==> config.mk <==
export PLATFORM = sky130hd
export DESIGN_NAME = cam_sensor_emu
export DESIGN_NICKNAME = d
export VERILOG_FILES = /design/src/rtl/cam_sensor_emu_pkg.sv /design/src/rtl/cam_sensor_emu_clkdiv.sv /design/src/rtl/cam_sensor_emu.sv
export SDC_FILE = /design/constraint.sdc
export NUM_CORES = 1
export LEC_CHECK = 0
export BUFFER_PORTS_ARGS = -buffer_cell sky130_fd_sc_hd__buf_2
export CAP_MARGIN = 20
export CORE_MARGIN = 2
export CORE_UTILIZATION = 59
export DETAILED_ROUTE_END_ITERATION = 16
export GPL_ROUTABILITY_DRIVEN = 0
export PLACE_DENSITY = 0.77
export RECOVER_POWER = 100
export SLEW_MARGIN = 20
export SYNTH_ARGS = -nofsm -noshare
export SYNTH_HDL_FRONTEND = slang
export SYNTH_SLANG_ARGS = --single-unit
export TNS_END_PERCENT = 20
==> constraint.sdc <==
create_clock -name clk -period 2.72 [get_ports clk]
set_input_delay 0.544 -clock clk [delete_from_list [all_inputs] [get_ports clk]]
set_output_delay 0.544 -clock clk [all_outputs]
set_load 0.005 [all_outputs]
==> src/rtl/cam_sensor_emu_pkg.sv <==
// rtl/cam_sensor_emu_pkg.sv - shared types and pixel pattern function for the camera sensor emulator
package cam_sensor_emu_pkg;

  localparam int PIX_W = 12;

  typedef enum logic [2:0] {
    IDLE,
    F_SETUP,
    LINE,
    HBLANK,
    VBLANK
  } state_t;

  typedef enum logic [1:0] {
    PAT_HRAMP = 2'd0,
    PAT_VRAMP = 2'd1,
    PAT_CHECK = 2'd2,
    PAT_CONST = 2'd3
  } pattern_t;

  function automatic logic [PIX_W-1:0] pix_value(
    input pattern_t         pat,
    input logic [PIX_W-1:0] x,
    input logic [PIX_W-1:0] y,
    input logic [PIX_W-1:0] cval
  );
    case (pat)
      PAT_HRAMP: return x;
      PAT_VRAMP: return y;
      PAT_CHECK: return (x[3] ^ y[3]) ? {PIX_W{1'b1}} : {PIX_W{1'b0}};
      default:   return cval;
    endcase
  endfunction

endpackage

==> src/rtl/cam_sensor_emu_clkdiv.sv <==
// rtl/cam_sensor_emu_clkdiv.sv - free-running divider producing the pixel clock and the pixel tick
module cam_sensor_emu_clkdiv #(
  parameter int CLK_DIV = 4
) (
  input  logic clk,
  input  logic rst_n,
  output logic pixelclk,
  output logic tick
);
  localparam int DW = $clog2(CLK_DIV);
  localparam logic [DW-1:0] LAST = DW'(CLK_DIV - 1);
  localparam logic [DW-1:0] HALF = DW'(CLK_DIV / 2);

  logic [DW-1:0] div_cnt_q, div_cnt_d;
  logic          pclk_q, pclk_d;

  // pclk follows the next count so its falling edge lands on the tick edge
  always_comb begin
    div_cnt_d = (div_cnt_q == LAST) ? '0 : div_cnt_q + 1'b1;
    pclk_d    = (div_cnt_d >= HALF);
  end

  always_ff @(posedge clk or negedge rst_n) begin
    if (!rst_n) begin
      div_cnt_q <= '0;
      pclk_q    <= 1'b0;
    end else begin
      div_cnt_q <= div_cnt_d;
      pclk_q    <= pclk_d;
    end
  end

  assign tick     = (div_cnt_q == LAST);
  assign pixelclk = pclk_q;

endmodule

==> src/rtl/cam_sensor_emu.sv <==
// rtl/cam_sensor_emu.sv - camera sensor emulator: frame timing FSM and test pattern source
// Define CAM_SENSOR_EMU_STAMP_EN to replace pixel (0,0) with the frame count sampled at frame start.
module cam_sensor_emu
  import cam_sensor_emu_pkg::*;
#(
  parameter int H_ACTIVE = 640,
  parameter int V_ACTIVE = 480,
  parameter int H_BLANK  = 16,
  parameter int V_BLANK  = 8,
  parameter int CLK_DIV  = 4
) (
  input  logic             clk,
  input  logic             reset_n,
  input  logic             enable,
  input  logic [1:0]       pattern_sel,
  input  logic [PIX_W-1:0] const_value,
  input  logic             cam_reset_n,
  output logic             cam_pixelclk,
  output logic [PIX_W-1:0] cam_data,
  output logic             cam_lvalid,
  output logic             cam_fvalid,
  output logic [15:0]      frame_count,
  output logic             busy
);
  localparam int XW   = (H_ACTIVE > 1) ? $clog2(H_ACTIVE) : 1;
  localparam int YW   = (V_ACTIVE > 1) ? $clog2(V_ACTIVE) : 1;
  localparam int BMAX = (H_BLANK > V_BLANK) ? H_BLANK : V_BLANK;
  localparam int BW   = (BMAX > 1) ? $clog2(BMAX) : 1;
  localparam logic [XW-1:0] X_LAST  = XW'(H_ACTIVE - 1);
  localparam logic [YW-1:0] Y_LAST  = YW'(V_ACTIVE - 1);
  localparam logic [BW-1:0] HB_LAST = BW'(H_BLANK - 1);
  localparam logic [BW-1:0] VB_LAST = BW'(V_BLANK - 1);

  logic tick;

  state_t           state_q, state_d;
  logic [XW-1:0]    x_q, x_d;
  logic [YW-1:0]    y_q, y_d;
  logic [BW-1:0]    bcnt_q, bcnt_d;
  pattern_t         pat_q, pat_d;
  logic [PIX_W-1:0] cval_q, cval_d;
  logic [PIX_W-1:0] data_q, data_d;
  logic             lvalid_q, lvalid_d;
  logic             fvalid_q, fvalid_d;
  logic [15:0]      fcnt_q, fcnt_d;
  logic             launch;
`ifdef CAM_SENSOR_EMU_STAMP_EN
  logic [PIX_W-1:0] stamp_q, stamp_d;
`endif

  cam_sensor_emu_clkdiv #(
    .CLK_DIV (CLK_DIV)
  ) u_clkdiv (
    .clk      (clk),
    .rst_n    (reset_n),
    .pixelclk (cam_pixelclk),
    .tick     (tick)
  );

  always_comb begin
    state_d  = state_q;
    x_d      = x_q;
    y_d      = y_q;
    bcnt_d   = bcnt_q;
    pat_d    = pat_q;
    cval_d   = cval_q;
    data_d   = data_q;
    lvalid_d = lvalid_q;
    fvalid_d = fvalid_q;
    fcnt_d   = fcnt_q;
    launch   = 1'b0;
`ifdef CAM_SENSOR_EMU_STAMP_EN
    stamp_d  = stamp_q;
`endif

    // sensor reset wins immediately, independent of the pixel tick
    if (!cam_reset_n) begin
      state_d  = IDLE;
      x_d      = '0;
      y_d      = '0;
      bcnt_d   = '0;
      data_d   = '0;
      lvalid_d = 1'b0;
      fvalid_d = 1'b0;
    end else if (tick) begin
      case (state_q)
        IDLE: launch = enable;
        F_SETUP: begin
          if (bcnt_q == HB_LAST) begin
            state_d  = LINE;
            x_d      = '0;
            y_d      = '0;
            lvalid_d = 1'b1;
`ifdef CAM_SENSOR_EMU_STAMP_EN
            data_d   = stamp_q;
`else
            data_d   = pix_value(pat_q, '0, '0, cval_q);
`endif
          end else begin
            bcnt_d = bcnt_q + 1'b1;
          end
        end
        LINE: begin
          if (x_q == X_LAST) begin
            state_d  = HBLANK;
            bcnt_d   = '0;
            lvalid_d = 1'b0;
            data_d   = '0;
          end else begin
            x_d    = x_q + 1'b1;
            data_d = pix_value(pat_q, PIX_W'(x_d), PIX_W'(y_q), cval_q);
          end
        end
        HBLANK: begin
          if (bcnt_q != HB_LAST) begin
            bcnt_d = bcnt_q + 1'b1;
          end else if (y_q < Y_LAST) begin
            state_d  = LINE;
            x_d      = '0;
            y_d      = y_q + 1'b1;
            lvalid_d = 1'b1;
            data_d   = pix_value(pat_q, '0, PIX_W'(y_d), cval_q);
          end else begin
            state_d  = VBLANK;
            bcnt_d   = '0;
            fvalid_d = 1'b0;
            fcnt_d   = fcnt_q + 16'd1;
          end
        end
        VBLANK: begin
          if (bcnt_q == VB_LAST) begin
            state_d = IDLE;
            launch  = enable;
          end else begin
            bcnt_d = bcnt_q + 1'b1;
          end
        end
        default: state_d = IDLE;
      endcase

      if (launch) begin
        state_d  = F_SETUP;
        bcnt_d   = '0;
        y_d      = '0;
        pat_d    = pattern_t'(pattern_sel);
        cval_d   = const_value;
        fvalid_d = 1'b1;
`ifdef CAM_SENSOR_EMU_STAMP_EN
        stamp_d  = fcnt_q[PIX_W-1:0];
`endif
      end
    end
  end

  always_ff @(posedge clk or negedge reset_n) begin
    if (!reset_n) begin
      state_q  <= IDLE;
      x_q      <= '0;
      y_q      <= '0;
      bcnt_q   <= '0;
      pat_q    <= PAT_HRAMP;
      cval_q   <= '0;
      data_q   <= '0;
      lvalid_q <= 1'b0;
      fvalid_q <= 1'b0;
      fcnt_q   <= '0;
`ifdef CAM_SENSOR_EMU_STAMP_EN
      stamp_q  <= '0;
`endif
    end else begin
      state_q  <= state_d;
      x_q      <= x_d;
      y_q      <= y_d;
      bcnt_q   <= bcnt_d;
      pat_q    <= pat_d;
      cval_q   <= cval_d;
      data_q   <= data_d;
      lvalid_q <= lvalid_d;
      fvalid_q <= fvalid_d;
      fcnt_q   <= fcnt_d;
`ifdef CAM_SENSOR_EMU_STAMP_EN
      stamp_q  <= stamp_d;
`endif
    end
  end

  assign cam_data    = data_q;
  assign cam_lvalid  = lvalid_q;
  assign cam_fvalid  = fvalid_q;
  assign frame_count = fcnt_q;
  assign busy        = (state_q != IDLE);

endmodule

# Word level (Yosys, flattened, before mapping)

Cells that the tools add are included.
W data, S select, Z words.

Bits in registers: 73
Output and inout bits: 32
Word-level logic and storage cells: 129

Add/sub/neg operators: 5
Order comparisons: 2
Eq/ne operators: 32
Mux-type cells: 62
Bitwise operators: 3
Reductions and logical operators: 13

Operators by type and width:

| operator                | count |
|---|---|
| $mux W12                | 9 |
| $pmux W12 S3            | 3 |
| $mux W10                | 6 |
| $mux W9                 | 6 |
| $mux W4                 | 8 |
| $ne A4 B4 Y1 const B    | 8 |
| $pmux W10 S3            | 1 |
| $mux W3                 | 8 |
| $reduce_and A6 Y1       | 4 |
| $ne A3 B3 Y1 const B    | 6 |
| $pmux W9 S2             | 1 |
| $add A16 B1 Y16 const B | 1 |
| $pmux W4 S4             | 1 |
| $mux W1                 | 15 |
| $pmux W3 S5             | 1 |
| $reduce_and A5 Y1       | 3 |
| $add A10 B1 Y10 const B | 1 |
| $eq A10 B10 Y1 const B  | 1 |
| $add A9 B1 Y9 const B   | 1 |
| $lt A9 B9 Y1 const B    | 1 |
| $ne A4 B1 Y1 const B    | 2 |
| $eq A3 B2 Y1 const B    | 2 |
| $ne A3 B2 Y1 const B    | 2 |
| $ne A6 B1 Y1 const B    | 1 |
| 23 further kinds        | 25 |

# Logic depth before layout (Yosys ltp)

Gate-level depths: netlist of run 1.

Depth in word-level cells: 8
Depth in mapped cells: 8
Mapped depth without buffers: 7

# Modules after synthesis

Synthesis of run 1 repeated with hierarchy kept, for this count alone.

Cells, all modules: 419
Area total of the unflattened synthesis: 3972.6 um^2

Modules (own cells, without submodules):

| module                | times used | cells each | area an instance (um^2) | sequential area each (um^2) |
|---|---|---|---|---|
| cam_sensor_emu        | 1          | 415        | 3906.2                  | 1751.7 |
| cam_sensor_emu_clkdiv | 1          | 4          | 66.3                    | 50.0 |

# Worst setup path before layout of run 1

No wires, ideal clock.

Kind: register to register
Start point: register x_q[0]
End point: register data_q[6] (netlist: cam_data[6])
Library setup time: 0.126 ns
Arrival time: 2.144 ns
Slack: 0.450 ns
Cell stages (with the launch flop): 8
Buffers on the path: 0
Cells stage by stage: dfrtp_1 -> ha_1 -> nand4_2 -> or3_4 -> o211a_1 -> o31a_4 -> o32a_1 -> a221o_1

Cells in the longest elaborated chain, start to end: 8
Elaborated cells between the ends (all ways): 9

Ends and longest elaborated chain:

| element                  | line                     | text |
|---|---|---|
| start: declaration       | cam_sensor_emu.sv:37     | `logic [XW-1:0] x_q, x_d;` |
| start signal: assignment | cam_sensor_emu.sv:158    | `x_q <= '0;` |
| start signal: assignment | cam_sensor_emu.sv:172    | `x_q <= x_d;` |
| $add A10 B1 Y10          | cam_sensor_emu.sv:110    | `x_d = x_q + 1'b1;` |
| $xor A1 B1 Y1            | cam_sensor_emu_pkg.sv:30 | `PAT_CHECK: return (x[3] ^ y[3]) ? {PIX_W{1'b1}} : {PIX_W{1'b0}};` |
| $mux W12                 | cam_sensor_emu_pkg.sv:30 |  |
| $pmux W12 S3             | cam_sensor_emu_pkg.sv:27 | `case (pat)` |
| $mux W12 (*)             | cam_sensor_emu.sv:104    | `if (x_q == X_LAST) begin` |
| $pmux W12 S3 (*)         | cam_sensor_emu.sv:86     | `case (state_q)` |
| $mux W12 (*)             | cam_sensor_emu.sv:85     | `end else if (tick) begin` |
| $mux W12 (*)             | cam_sensor_emu.sv:77     | `if (!cam_reset_n) begin` |
| end signal: assignment   | cam_sensor_emu.sv:177    | `data_q <= data_d;` |
| end: declaration         | cam_sensor_emu.sv:42     | `logic [PIX_W-1:0] data_q, data_d;` |

Mark *: on every way between the ends. The rest lies on a longest branch, timed or not. The select of a mux whose other input is x is not followed.
A chain may end at the register's enable or synchronous reset.

# Worst setup path after layout of run 1

Ends and elaborated chain as after synthesis.

==> impl_results.md, run 1 <==
- Final #Nets: 505
- PwrDens: 529 nW/um^2
- Pins Over Slew Limit: 28
- Most frequent cells in the layout: dfrtp_1 (72), nand2_1 (46), nor2_1 (34), buf_2 (30), o21ai_0 (29)
- CP startpoint kind: flip-flop
- Syn nets: 461
- CTS max path bufs: 2
- Via count: 3624
- CP required: 2.97 ns
- Clk Latency, worst-skew pair: 0.36 ns
- # IOs: 50
- Dpl ws: about 0.18 ns
- Syn_area_per_cell: 9.64 um^2
- Ratio of cells with drive above 1 in the final layout: 0.175
- Global route overflow: 0
- Primary FF master, synth: dfrtp_1
- Synth async-reset ratio: 1.00
- First-pass GRT wire length: between 15000 and 20000 um
- Hold Buf Count CTS: 0
- Synthesized area: 4220 um^2
- Initial antenna violation count: 0
- Post-synth EDFFs: 0
- Crit share post-route: 0.927
- Distinct cell type count after synthesis: ~80
- Number of port buffers: 49
- Clock sinks: 72
- DR WL/cell: 17.6 um
- DR pass1 iterations: 5
- Largest net degree at the start of global routing: 46
- Slew margin rel.: -0.0344
- HPWL Detailed: 7380 um
- Worst EP arrival: around 2.8 ns
- Residual DRC: 0
- Crit path time final: 2.52 ns
- DIE AREA: 7850 um^2
- Via density: 6.22
- Actual slew at the worst max-slew pin: 1.55 ns
- WS Path Type: flip-flop to flip-flop
- CP max FO: 8
- Fin Setup TNS: 0 ns
- CTS Buf Count: 9
- Type of the tightest min-delay check: input port to flip-flop
- Clock root buffer master: clkbuf_8
- Violated checks: max-capacitance violations, max-slew violations
- Sequential area share after synthesis: 0.427
- Seq cells post-synth: 72
- WL final: 10200 um
- Fin. Hold Viols: 0
- Setup ws final: 0.197 ns
- Initial Util: 0.615
- Antenna-violating nets left: 0
- Commonest non-fill, non-tap cell in the layout: dfrtp_1
- Worst clock skew: 0.00964 ns
- Worst Hold Margin: 0.412 ns
- Vias in the first global route: between 3k and 4k
- Max cap viols: 1
- H-tree levels: 3
- Post-Syn Instances: between 400 and 500
- Synth Warn #: 0
- Final Setup Violations: 0
- Worst vdd ir: 0.292 mV
- Clock transition at path regs: 0.08 ns
- CORE AREA: 6870 um^2
- Die height: 88.6 um
- Fmax: 0.396 GHz
- Drt initial violations: roughly 200
- Overall Global Routing Usage: 0.276
- Leakage: 0.00203 uW
- Status: finished, violations left
- FP Rows: 30
- Area delta synth->final: 11.0%
- DIE WIDTH: between 80 and 90 um
- Crit. End Element: flip-flop
- CTS tree: done
- N_diodes: 0
- RSZ-0062 raised after global routing: no
[timing repair]
item	4_1_cts	5_1_grt
buffers inserted	0	0
gates resized for setup	0	1
endpoints found under the setup margin	0	1
[cells by family (layout without fill, tap and decap cells)]
| kind of cell | Yosys count | after routing | share of synthesized area |
|---|---|---|---|
| compound gates | 111 | 111 | 0.196 |
| xor+xnor | 28 | 28 | 0.0581 |
| fa+ha+maj | 6 | 6 | 0.0172 |
| buf+inv | 31 | 80 | 0.0418 |
| flops | 72 | 72 | 0.427 |
| mux | 18 | 18 | 0.0474 |
| simple gates | 172 | 172 | 0.213 |
[layer usage]
metal,track usage,wire length (um)
met5,0,0
met2,0.419,4720
met3,0.0634,711
met1,0.386,4590
met4,0.112,225
[final timing paths]
kind | start | end | slack (ns) | depth (start not counted)
hold reg to reg | u_clkdiv.div_cnt_q[0] | u_clkdiv.div_cnt_q[0] | 0.43 | 1
setup / recovery | x_q[0] | cam_data[6] | 0.20 | 7
max in group asynchronous | reset_n | frame_count[3] | 1.23 | 2
hold / removal | const_value[6] | cval_q[6] | 0.41 | 2
setup reg to reg | x_q[0] | cam_data[6] | 0.20 | 7
min in group asynchronous | reset_n | cval_q[4] | 0.55 | 1
[synth_stat cells, types with 8 or more instances]
master | instances | area [um^2]
and3_1 | 12 | 75.1
o31ai_1 | 8 | 60.1
xnor2_1 | 15 | 131
mux2_2 | 16 | 180
o21ai_0 | 29 | 145
xor2_1 | 13 | 114
nand3_1 | 26 | 130
nand2_1 | 46 | 173
nand4_1 | 8 | 50.1
dfrtp_1 | 72 | 1800
a21oi_1 | 10 | 50.1
nor3_1 | 9 | 45.0
clkbuf_1 | 14 | 52.6
nor2_1 | 34 | 128
[sequential cells by signal, indices dropped and copies added, names as in the netlist]
register / flops
y_q: 9
cam_data: 12
bcnt_q: 4
x_q: 10
cval_q: 12
state_q: 3
cam_lvalid: 1
frame_count: 16
cam_fvalid: 1
u_clkdiv.div_cnt_q: 2
pat_q: 2
[through the flow]
stage	power [uW]	cells	cell area [um^2]	utilization
3_3_place_gp	1520	567	4510	0.657
6_report	2480	583	4690	0.682
3_5_place_dp	1530	567	4510	0.657
4_1_cts	2490	583	4730	0.689
5_1_grt	2580	583	4690	0.682
2_1_floorplan	1420	438	4220	-
[area by class of cell]
type / count / area [um^2]
Tap cell: 96 / 120
Multi-Input combinational cell: 335 / 2230
Clock inverter: 6 / 92.6
Inverter: 6 / 22.5
Clock buffer: 10 / 128
Fill cell: 583 / 2180
Sequential cell: 72 / 1800
Timing Repair Buffer: 58 / 288
[worst max-delay path, cell delays in order, from the launching register on]
cell and delay, ns:
dfrtp_1 0.42, ha_1 0.27, nand4_1 0.18, or3_1 0.47, o211a_1 0.25, o31a_4 0.14, o32a_1 0.35, a221o_1 0.32
[power by group]
part / internal, uW / switching, uW / leakage (uW)
registers: 1130 / 81.8 / 0.000968
clock network: 521 / 442 / 0.000103
logic: 130 / 168 / 0.000957
total: 1790 / 692 / 0.00203
No activity file was read; power rests on OpenSTA's default activity.
==> run 2, diff against run 1 <==
- CORE_UTILIZATION: 59 -> 34
- PLACE_DENSITY: 0.77 -> 0.47
==> run 2 against run 1 <==
The run still ends with max-capacitance violations, max-slew violations left. Critical path type unchanged. Register-to-register slack about the same. Largest power group unchanged. Global-route usage is 10 points lower. Critical path depth unchanged. Sequential share of layout area down 1.2 points. Worst hold slack gained 0.013 ns. Cell area increased by 3.3%. Clock power is 14% higher. Clock-buffer cell count rose by 1. Non-clock buffer count up 3. Largest cell class unchanged. Sequential cell count stayed put.
==> impl_results.md, run 2 (synthesized netlist as in run 1, its figures left out) <==
- Commonest non-fill, non-tap cell in the layout: dfrtp_1
- Post-CTS setup repair buffer count: 0
- CP max FO: 6
- Dpl ws: between 0.2 and 0.3 ns
- Worst vdd ir: roughly 0.20 mV
- DR pass1 iterations: 5
- Clk Latency, worst-skew pair: 0.34 ns
- Die height: roughly 120 um
- Via density: 5.33
- First-pass GRT wire length: between 15000 and 20000 um
- Hold Buf Count CTS: 0
- N_diodes: 0
- M2 GR Usage: 0.248
- WL final: 11000 um
- Initial Util: 0.350
- Crit path time final: 2.52 ns
- CTS tree: done
- Clock root buffer master: clkbuf_16
- Setup ws final: 0.203 ns
- Actual slew at the worst max-slew pin: around 1.8 ns
- Status: finished, violations left
- Antenna-violating nets left: 0
- Final Setup Violations: 0
- CTS-repair resized insts: 0
- Fmax: 0.397 GHz
- CORE AREA: roughly 12000 um^2
- Slew margin rel.: -0.233
- Worst clock skew: 0.00611 ns
- Via count: 3508
- PwrDens: between 500 and 600 nW/um^2
- Max FFs per register: 16
- HPWL Detailed: between 7000 and 8000 um
- Crit share post-route: 0.925
- Reg2Reg Depth: 7
- GR Layer Usage met1: 0.264
- # IOs: 50
- Vias in the first global route: 3297
- DR WL/cell: 16.7 um
- Clock transition at path regs: about 0.060 ns
- H-tree levels: 3
- Ratio of cells with drive above 1 in the final layout: 0.186
- WS Path Type: flip-flop to flip-flop
- Global route overflow: 0
- Area delta synth->final: 14.7%
- Met3 Resource Use GR: 0.0303
- GR peak layer: met1
- CP startpoint kind: flip-flop
- Leakage: 0.00207 uW
- Type of the tightest min-delay check: flip-flop to flip-flop
- DIE AREA: 13300 um^2
- CTS max path bufs: 2
- Pins Over Slew Limit: 73
- FP Rows: 40
- Final #Nets: between 500 and 600
- CTS Buf Count: 9
- Fin Setup TNS: 0 ns
- DIE WIDTH: 115 um
- Violated checks: max-capacitance violations, max-slew violations
- Total power draw: about 2600 uW
- Initial antenna violation count: 0
- Drt initial violations: 333
- Fin. Hold Viols: 0
- Residual DRC: 0
- Crit. End Element: flip-flop
- Clock sinks: between 70 and 80
- RSZ-0062 raised after global routing: no
- Worst EP arrival: 2.72 ns
- Largest net degree at the start of global routing: 73
- Most frequent cells in the layout: dfrtp_1 (72), nand2_1 (46), nor2_1 (34), o21ai_0 (29), buf_2 (29)
- Hold Crit Depth: 1
- Max cap viols: 1
- Number of port buffers: between 40 and 50
- Overall Global Routing Usage: 0.176
- CP required: 2.93 ns
-- run 2: cell types whose count changed in the layout (fill, tap and decap cells not counted), moves of 2 or more --
| cell | change |
|---|---|
| clkbuf_16 | +9 |
| clkbuf_8 | -8 |
| clkinv_2 | +2 |
| buf_4 | +5 |
| bufinv_16 | -2 |
-- run 2: power by group --
part	total, uW	switching [uW]	leakage, uW	internal [uW]
clock network	1100	466	0.000128	639
registers	1220	79.6	0.000968	1140
logic	302	172	0.000971	131
total	2620	717	0.00207	1910
-- run 2: final timing paths --
path / startpoint / slack (ns) / to
min: u_clkdiv.div_cnt_q[0] / 0.43 / u_clkdiv.div_cnt_q[0]
max in group asynchronous: reset_n / 0.90 / cam_data[9]
max: x_q[0] / 0.20 / cam_data[7]
max reg2reg: x_q[0] / 0.20 / cam_data[7]
min in group asynchronous: reset_n / 0.66 / cval_q[4]
min reg2reg: u_clkdiv.div_cnt_q[0] / 0.43 / u_clkdiv.div_cnt_q[0]
-- run 2: layout make-up --
cell class / instances / area (um^2)
Timing Repair Buffer: 61 / 302
Clock buffer: 11 / 243
Fill cell: 1233 / 7220
Sequential cell: 72 / 1800
Multi-Input combinational cell: 335 / 2230
Inverter: 6 / 22.5
Clock inverter: 5 / 32.5
Tap cell: 168 / 210
-- run 2: metal layers --
layer,routed length (um),part of all wire
met5,0,0
met1,5530,0.50
met4,205,0.019
met2,4730,0.43
met3,506,0.046
-- run 2: per-stage QoR --
stage / util / cells / hold slack (ns) / area (um^2)
floorplan: - / 438 / 0.248 / 4220
global placement: 0.383 / 642 / 0.413 / 4620
detailed placement: 0.383 / 642 / 0.417 / 4620
CTS: 0.406 / 658 / 0.385 / 4890
global route: 0.402 / 658 / 0.423 / 4840
finish: 0.402 / 658 / 0.425 / 4840
-- run 2: worst max-delay path: stages, from the launching register on --
cell and delay (ns):
dfrtp_1 0.40, ha_1 0.27, nand4_1 0.20, o31ai_1 0.44, clkbuf_1 0.33, nor2_1 0.13, a211oi_1 0.46, o211ai_1 0.16
